==> src/rtl/wisc_shift_pkg.sv <==
// Shared definitions for the sequential shift unit: mode encodings,
// FSM state type and the default datapath width.
package wisc_shift_pkg;

    localparam int DEF_DATA_W = 16;

    localparam logic [1:0] SHIFT_SRL = 2'b00;
    localparam logic [1:0] SHIFT_ROL = 2'b01;
    localparam logic [1:0] SHIFT_SLL = 2'b10;
    localparam logic [1:0] SHIFT_ILL = 2'b11;

    typedef enum logic [1:0] {
        IDLE  = 2'd0,
        SHIFT = 2'd1,
        DONE  = 2'd2
    } state_t;

    function automatic logic mode_is_legal(input logic [1:0] mode);
        return (mode != SHIFT_ILL);
    endfunction

endpackage

==> src/rtl/shift_step_1b.sv <==
// One-bit shift step: produces the next working value and the bit that
// leaves the word (or wraps, for ROL). The illegal mode passes data through.
module shift_step_1b
    import wisc_shift_pkg::*;
#(
    parameter int DATA_W = DEF_DATA_W
) (
    input  logic [DATA_W-1:0] i_data,
    input  logic [1:0]        i_mode,
    output logic [DATA_W-1:0] o_data,
    output logic              o_carry
);

    always_comb begin
        o_data  = i_data;
        o_carry = 1'b0;
        case (i_mode)
            SHIFT_SRL: begin
                o_data  = {1'b0, i_data[DATA_W-1:1]};
                o_carry = i_data[0];
            end
            SHIFT_SLL: begin
                o_data  = {i_data[DATA_W-2:0], 1'b0};
                o_carry = i_data[DATA_W-1];
            end
            SHIFT_ROL: begin
                o_data  = {i_data[DATA_W-2:0], i_data[DATA_W-1]};
                o_carry = i_data[DATA_W-1];
            end
            default: begin
                o_data  = i_data;
                o_carry = 1'b0;
            end
        endcase
    end

endmodule

==> src/rtl/shift_unit_seq.sv <==
// Handshaked multi-cycle shifter (SRL/ROL/SLL), one bit position per cycle,
// with carry-out, zero and illegal-mode flags on the result.
module shift_unit_seq
    import wisc_shift_pkg::*;
#(
    parameter int DATA_W  = DEF_DATA_W,
    parameter int SHAMT_W = 4
) (
    input  logic               clk,
    input  logic               rst_n,
    input  logic               in_valid,
    output logic               in_ready,
    input  logic [DATA_W-1:0]  in_data,
    input  logic [SHAMT_W-1:0] in_imm,
    input  logic [1:0]         in_mode,
    output logic               out_valid,
    input  logic               out_ready,
    output logic [DATA_W-1:0]  out_data,
    output logic               out_carry,
    output logic               out_zero,
    output logic               out_illegal
);

    localparam logic [SHAMT_W-1:0] CNT_ONE = SHAMT_W'(1);

    state_t             r_state;
    state_t             w_state_nxt;
    logic [DATA_W-1:0]  r_data;
    logic [SHAMT_W-1:0] r_count;
    logic [1:0]         r_mode;
    logic               r_carry;
    logic               r_illegal;

    logic               w_in_ready;
    logic               w_out_valid;
    logic               w_load;
    logic               w_step;
    logic [DATA_W-1:0]  w_step_data;
    logic               w_step_carry;

    shift_step_1b #(
        .DATA_W (DATA_W)
    ) u_step (
        .i_data  (r_data),
        .i_mode  (r_mode),
        .o_data  (w_step_data),
        .o_carry (w_step_carry)
    );

    always_ff @(posedge clk) begin
        if (!rst_n) begin
            r_state <= IDLE;
        end else begin
            r_state <= w_state_nxt;
        end
    end

    always_comb begin
        w_state_nxt = r_state;
        w_in_ready  = 1'b0;
        w_out_valid = 1'b0;
        w_load      = 1'b0;
        w_step      = 1'b0;
        case (r_state)
            IDLE: begin
                w_in_ready = 1'b1;
                if (in_valid) begin
                    w_load = 1'b1;
                    // Zero shifts and illegal modes skip straight to the result.
                    if ((in_imm != '0) && mode_is_legal(in_mode)) begin
                        w_state_nxt = SHIFT;
                    end else begin
                        w_state_nxt = DONE;
                    end
                end
            end
            SHIFT: begin
                w_step = 1'b1;
                if (r_count <= CNT_ONE) begin
                    w_state_nxt = DONE;
                end
            end
            DONE: begin
                w_out_valid = 1'b1;
                if (out_ready) begin
                    w_state_nxt = IDLE;
                end
            end
            default: begin
                w_state_nxt = IDLE;
            end
        endcase
    end

    always_ff @(posedge clk) begin
        if (!rst_n) begin
            r_data    <= '0;
            r_count   <= '0;
            r_mode    <= SHIFT_SRL;
            r_carry   <= 1'b0;
            r_illegal <= 1'b0;
        end else if (w_load) begin
            r_data    <= in_data;
            r_count   <= in_imm;
            r_mode    <= in_mode;
            r_carry   <= 1'b0;
            r_illegal <= !mode_is_legal(in_mode);
        end else if (w_step) begin
            r_data    <= w_step_data;
            r_carry   <= w_step_carry;
            r_count   <= r_count - CNT_ONE;
        end
    end

    assign in_ready    = w_in_ready;
    assign out_valid   = w_out_valid;
    assign out_data    = r_data;
    assign out_carry   = r_carry;
    assign out_illegal = r_illegal;
    // Gated by DONE so the flag reads 0 out of reset even though r_data is 0.
    assign out_zero    = (r_state == DONE) && (r_data == '0);

endmodule

==> config.mk <==
export PLATFORM = sky130hd
export DESIGN_NAME = shift_unit_seq
export DESIGN_NICKNAME = d
export VERILOG_FILES = /design/src/rtl/wisc_shift_pkg.sv /design/src/rtl/shift_step_1b.sv /design/src/rtl/shift_unit_seq.sv
export SDC_FILE = /design/constraint.sdc
export NUM_CORES = 1
export LEC_CHECK = 0
export BUFFER_PORTS_ARGS = -buffer_cell sky130_fd_sc_hd__buf_4
export CAP_MARGIN = 25
export CELL_PAD_IN_SITES_DETAIL_PLACEMENT = 1
export CELL_PAD_IN_SITES_GLOBAL_PLACEMENT = 2
export CORE_ASPECT_RATIO = 0.6
export CORE_MARGIN = 2
export CORE_UTILIZATION = 26
export CTS_CLUSTER_SIZE = 28
export DETAILED_ROUTE_END_ITERATION = 10
export MAX_ROUTING_LAYER = met4
export PLACE_DENSITY = 0.8
export SYNTH_ARGS = -nofsm -noshare
export SYNTH_HDL_FRONTEND = slang
export SYNTH_SLANG_ARGS = --single-unit
==> constraint.sdc <==
create_clock -name clk -period 1.7 [get_ports clk]
set_clock_uncertainty 0.05 [all_clocks]
set_input_delay 0.085 -clock clk [delete_from_list [all_inputs] [get_ports clk]]
set_output_delay 0.085 -clock clk [all_outputs]
set_load 0.1 [all_outputs]
; ---- After elaboration in Yosys (flattened, before gate mapping)
; Cells that the tools add are included.
[word_totals]
ff_bits = 26
latchBits = 0
ram_bits = 0
romBits = 0
inputBits = 26
out_inout_bits = 21
mem_count = 0
[classes]
addsub = 1
multipliers = 0
n_div = 0
order_cmp = 1
n_eq_ne = 8
shifts = 0
n_mux = 16
bitwise = 1
n_reduce_logical = 13
[op_table]
columns = operator, n
row1 = $pmux 16 s3, 1
row2 = $mux 16, 2
row3 = $logic_not 16->1, 1
row4 = $mux 2, 4
row5 = $mux 4, 2
row6 = $ne 2x2->1 const B, 4
row7 = $reduce_bool 4->1, 2
row8 = $pmux 2 s3, 1
row9 = $mux 1, 5
row10 = $eq 2x1->1 const B, 2
row11 = $eq 2x2->1 const B, 2
row12 = $le 4x1->1 const B, 1
row13 = $logic_not 2->1, 2
row14 = $reduce_or 2->1, 2
row15 = $sub 4x1->4 const B, 1
row16 = $reduce_and 3->1, 1
row17 = $logic_and 1x1->1, 2
row18 = $pmux 1 s2, 1
row19 = $reduce_and 2->1, 1
row20 = $reduce_bool 2->1, 1
row21 = $logic_not 1->1, 1
row22 = $not 1->1, 1

; ---- Logic depth before layout (Yosys ltp)
[depth]
ltp_word = 5
depth_mapped = 7
depth_no_buf = 6

; ---- Modules after synthesis
; From an unflattened synthesis, not the netlist that was laid out.
[hier_totals]
cells_unflattened = 220
area_unflattened_um2 = 1717.9
[modules_own_cells]
columns = mod, n_inst, cells_each, area_each_um2, seq_area_each_um2
row1 = shift_unit_seq, 1, 143, 1268.7, 520.5
row2 = shift_step_1b, 1, 77, 449.2, 0.0

; ---- Least setup slack after synthesis
; OpenSTA, ideal clock, no wires.
[synth_path]
path_kind = reg2out
start = register r_state[1]
end = output port out_zero
arrival_ps = 3316
path_slack_ps = -1751
path_stages_with_launch = 5
path_buffers = 1
cell_sequence = dfxtp_1 -> buf_6 -> nor2b_1 -> nand2_1 -> nor2_1
[synth_between]
elab_chain_cells = 2
[synth_rtl]
columns = item, line
row1 = "start, declared", shift_unit_seq.sv:26  ; state_t r_state;
row2 = "start signal, assigned", shift_unit_seq.sv:54  ; r_state <= w_state_nxt;
row3 = $eq 2x2->1, shift_unit_seq.sv:121  ; assign out_zero = (r_state == DONE) && (r_data == '0);
row4 = $logic_and 1x1->1, shift_unit_seq.sv:121
row5 = "end, declared", shift_unit_seq.sv:20  ; output logic out_zero,
; No other way between the ends.

; ---- Worst setup path in the final report
[layout_path]
start = register r_mode[0]
end = register r_data[5], in the netlist out_data[5]
[layout_between]
elab_chain_cells = 4
[layout_rtl]
columns = item, line
row1 = "start, declared", shift_unit_seq.sv:30  ; logic [1:0] r_mode;
row2 = "start signal, assigned", shift_unit_seq.sv:105  ; r_mode <= in_mode;
row3 = $eq 2x1->1 (tied with other cells), shift_step_1b.sv:17  ; case (i_mode)
row4 = $pmux 16 s3, shift_step_1b.sv:17
row5 = $mux 16, shift_unit_seq.sv:108  ; end else if (w_step) begin
row6 = $mux 16, shift_unit_seq.sv:102  ; end else if (w_load) begin
row7 = "end signal, assigned", shift_unit_seq.sv:103  ; r_data <= in_data;
row8 = "end signal, assigned", shift_unit_seq.sv:109  ; r_data <= w_step_data;
row9 = "end, declared", shift_unit_seq.sv:28  ; logic [DATA_W-1:0] r_data;
; Parallel ways exist; a longest one is shown, timed or not. The select of a mux whose other input is x is not followed.
; A chain may end at the register's enable or synchronous reset.

==> run summary <==
* share of final-layout standard cells stronger than drive strength 1: 47.0%
* Commonest cells post-synth: sky130_fd_sc_hd__dfxtp_1 (26), sky130_fd_sc_hd__nand2_1 (26), sky130_fd_sc_hd__nor2_1 (21)
* Die X-Extent: 102 microns
* number of DRC violations after detailed routing: 0
* Static Leak: 0.921 nW
* htree depth: 1
* number of core rows: 21
* synth top area cells: sky130_fd_sc_hd__dfxtp_1 (35%), sky130_fd_sc_hd__o31ai_2 (8.3%), sky130_fd_sc_hd__a221oi_1 (8.2%)
* run status: finished, final reports clean
* CTS hold repair buffers: 0
* Worst-path clk slew: 0.10 ns
* clock tree from TritonCTS: built
* max-slew violation count: 0
* number of antenna violations at the first check in global routing: 0
* minimum clock period: 1.69 ns
* critical path peak fanout: 7
* worst vdd rail ir drop: 442 uV
* insertion delay of the later-clocked pin in the worst-skew pair: 0.28 ns
* antenna diode count: 0
* post-synth top area cell: sky130_fd_sc_hd__dfxtp_1
* Final Net Count: 265
* Pre-Repair DR Iteration Count: 4
* number of antenna-violating nets in the routed design: 0
* final global-route overflow total: 0
* fraction of the yosys area taken by sequential cells: 34.7%
* global-route total usage across every layer: 16.2%
* fill cell count: 674
* CP Data Required Time: 1.85 ns
* worst min path class: input pin to flip-flop
* power per unit of standard cell area: 1250 nW/um^2
* worst slew margin relative to its limit: 72.5%
* Synth top area share: 34.7%
* compound-gate portion of the synthesized area: 29.7%
* portion of netlist area occupied by mux cells: 0%
* effective utilization at floorplan: 26.9%
* Peak Freq: 0.591 GHz
* main flop type after synthesis: sky130_fd_sc_hd__dfxtp_1
* number of cells after detailed placement: 303
* area taken by flip-flops and latches: 529 sq um
* FFs w/ async S/R, synth: 0%
* synthesized area: 1500 sq um
* Worst Setup End Kind: flip-flop
* die area: 6410 sq um
* I/O Buffers: 46
* number of buffers created by CTS: 3
* simple logic cell fraction of the synthesized area: 24.0%
* number of vias after detailed routing: 1599
* unrepaired setup endpoints after global routing: yes
* post-route fraction of the period consumed by the critical path: 99.5%
* final RePlAce weighted congestion: 0.852
* final wirelength: 5140 microns
* net count after synthesis: 209
* Hold Vio Cnt, Final: 0
* mean instance size in the synthesized netlist: 8.47 sq um
* floorplan core area: 5570 sq um
* Max Buffers Root-to-Sink: 2
* data arrival at the endpoint of the critical path: 1.84 ns
* area occupied by multi-input gates: 1020 sq um
* number of enable flip-flop cells after synthesis: 0
* type of element launching the critical path: flip-flop
* placed wire-length estimate after detailed placement: 3590 microns
* number of distinct library cells after synthesis: 39
* class of the most critical setup path: flip-flop to flip-flop
* post-DR vias/cell: 5.13
* xor/xnor share of the synthesized area: 0%
* count of yosys warnings during synthesis: 0
* global-route wire length before repair: 8050 microns
* gate count after technology mapping: 177
* final routed wire length divided by cell count: 16.5 microns
* Die Y-Extent: 62.8 microns
* largest net degree at the start of global routing: 23
* clock tree sinks: 26
* root buffer cell: sky130_fd_sc_hd__clkbuf_8
* top-level I/O count: 47
* vias in the first global route: 1519
* Adder-Cell Fraction of Synth Area: 5.01%
* overall power after layout: 2.82 mW
* dominant combinational cell family by area after synthesis: compound AO/OA/AOI/OAI gates
* number of violations of the max-capacitance limit: 0
* filler-free cell count of the finished design: 312
* number of violations reported at the end of detailed-routing iteration 0: 43
* setup-violating endpoint count in the final report: 0
* number of synthesized register bits: 26
* area added between synthesis and finish: 50.3%
* slew of the pin with the lowest slew margin: 0.412 ns
-- flip-flops by register name (all words and copies together), names as in the netlist --
signal,cells
out_data,16
r_count,4
r_mode,2
r_state,2
out_carry,1
out_illegal,1
-- worst max-delay path, stage by stage (launching register included) --
cell	delay [ns]
sky130_fd_sc_hd__dfxtp_2	0.35
sky130_fd_sc_hd__inv_2	0.06
sky130_fd_sc_hd__ha_4	0.29
sky130_fd_sc_hd__nor3b_2	0.06
sky130_fd_sc_hd__nor3_2	0.24
sky130_fd_sc_hd__nand2_2	0.15
sky130_fd_sc_hd__clkbuf_16	0.20
sky130_fd_sc_hd__o31ai_2	0.22
-- final timing paths --
kind	startpoint	end	slack [ns]	cells past startpoint
max	r_mode[0]$_SDFFE_PN0P_	out_data[5]$_SDFFE_PN0P_	0.008	7
min reg2reg	out_illegal$_SDFFE_PN0P_	out_illegal$_SDFFE_PN0P_	0.42	2
min	rst_n	r_count[0]$_SDFFE_PN0P_	0.02	2
max reg2reg	r_mode[0]$_SDFFE_PN0P_	out_data[5]$_SDFFE_PN0P_	0.008	7
-- area by class of cell --
class / count / area share, %
clock buffer: 4 / 2.44
sequential: 26 / 23.5
inverter: 7 / 1.17
multi-input combinational: 134 / 45.3
tap: 80 / 4.44
timing repair buffer: 61 / 23.1
-- cell usage in the layout, fill, tap and decap left out, types with 3 or more instances in the layout --
cell type	instances
sky130_fd_sc_hd__a21oi_1	9
sky130_fd_sc_hd__a221oi_1	9
sky130_fd_sc_hd__a221oi_2	5
sky130_fd_sc_hd__buf_12	3
sky130_fd_sc_hd__buf_4	56
sky130_fd_sc_hd__clkbuf_8	4
sky130_fd_sc_hd__dfxtp_1	19
sky130_fd_sc_hd__dfxtp_2	7
sky130_fd_sc_hd__ha_1	5
sky130_fd_sc_hd__inv_1	4
sky130_fd_sc_hd__inv_2	3
sky130_fd_sc_hd__nand2_1	25
sky130_fd_sc_hd__nand3_1	3
sky130_fd_sc_hd__nor2_1	20
sky130_fd_sc_hd__nor3_1	4
sky130_fd_sc_hd__o31ai_2	12
-- timing repair --
| action | 4_1_cts | 5_1_grt |
|---|---|---|
| pin swaps | 2 | 6 |
| gates cloned | 0 | 1 |
| setup buffers | 3 | 1 |
| endpoints found under the setup margin | 16 | 11 |
| resized for setup | 3 | 17 |
-- where the power goes --
group	switching, mW	internal [mW]	total, mW	leakage (nW)
Sequential	0.157	0.710	0.867	0.216
Combinational	1.03	0.506	1.54	0.676
Clock	0.210	0.208	0.418	0.0288
Total	1.40	1.42	2.82	0.921
-- routing by layer --
layer  wire (microns)  track usage (%)  part of all wire [%]
met1             2670             24.3                    52
met2             2210             22.4                    43
met3              225             3.47                   4.4
met4               30             2.50                  0.58
met5                0                -                     0
-- cell families after synthesis --
| group | Yosys count |
|---|---|
| AND/OR/NAND/NOR | 76 |
| flip-flops | 26 |
| AO/OA/AOI/OAI | 52 |
| buffers and inverters | 17 |
| adder cells (fa/ha/maj) | 6 |
-- through the flow --
step	instance area [sq um]	setup TNS [ns]	setup WS [ns]	utilization [%]	hold slack (ns)
3_5_place_dp	2040	-0.413	-0.0825	36.7	0.301
6_report	2250	0	0.00778	40.4	0.0192
5_1_grt	2250	-0.530	-0.0628	40.4	0.0176
2_1_floorplan	1570	-0.492	-0.116	-	0.152
4_1_cts	2140	0	0.0501	38.5	0.0111
3_3_place_gp	2040	-0.0129	-0.0129	36.7	0.307
Note: power is estimated with default switching activity, not from simulation.
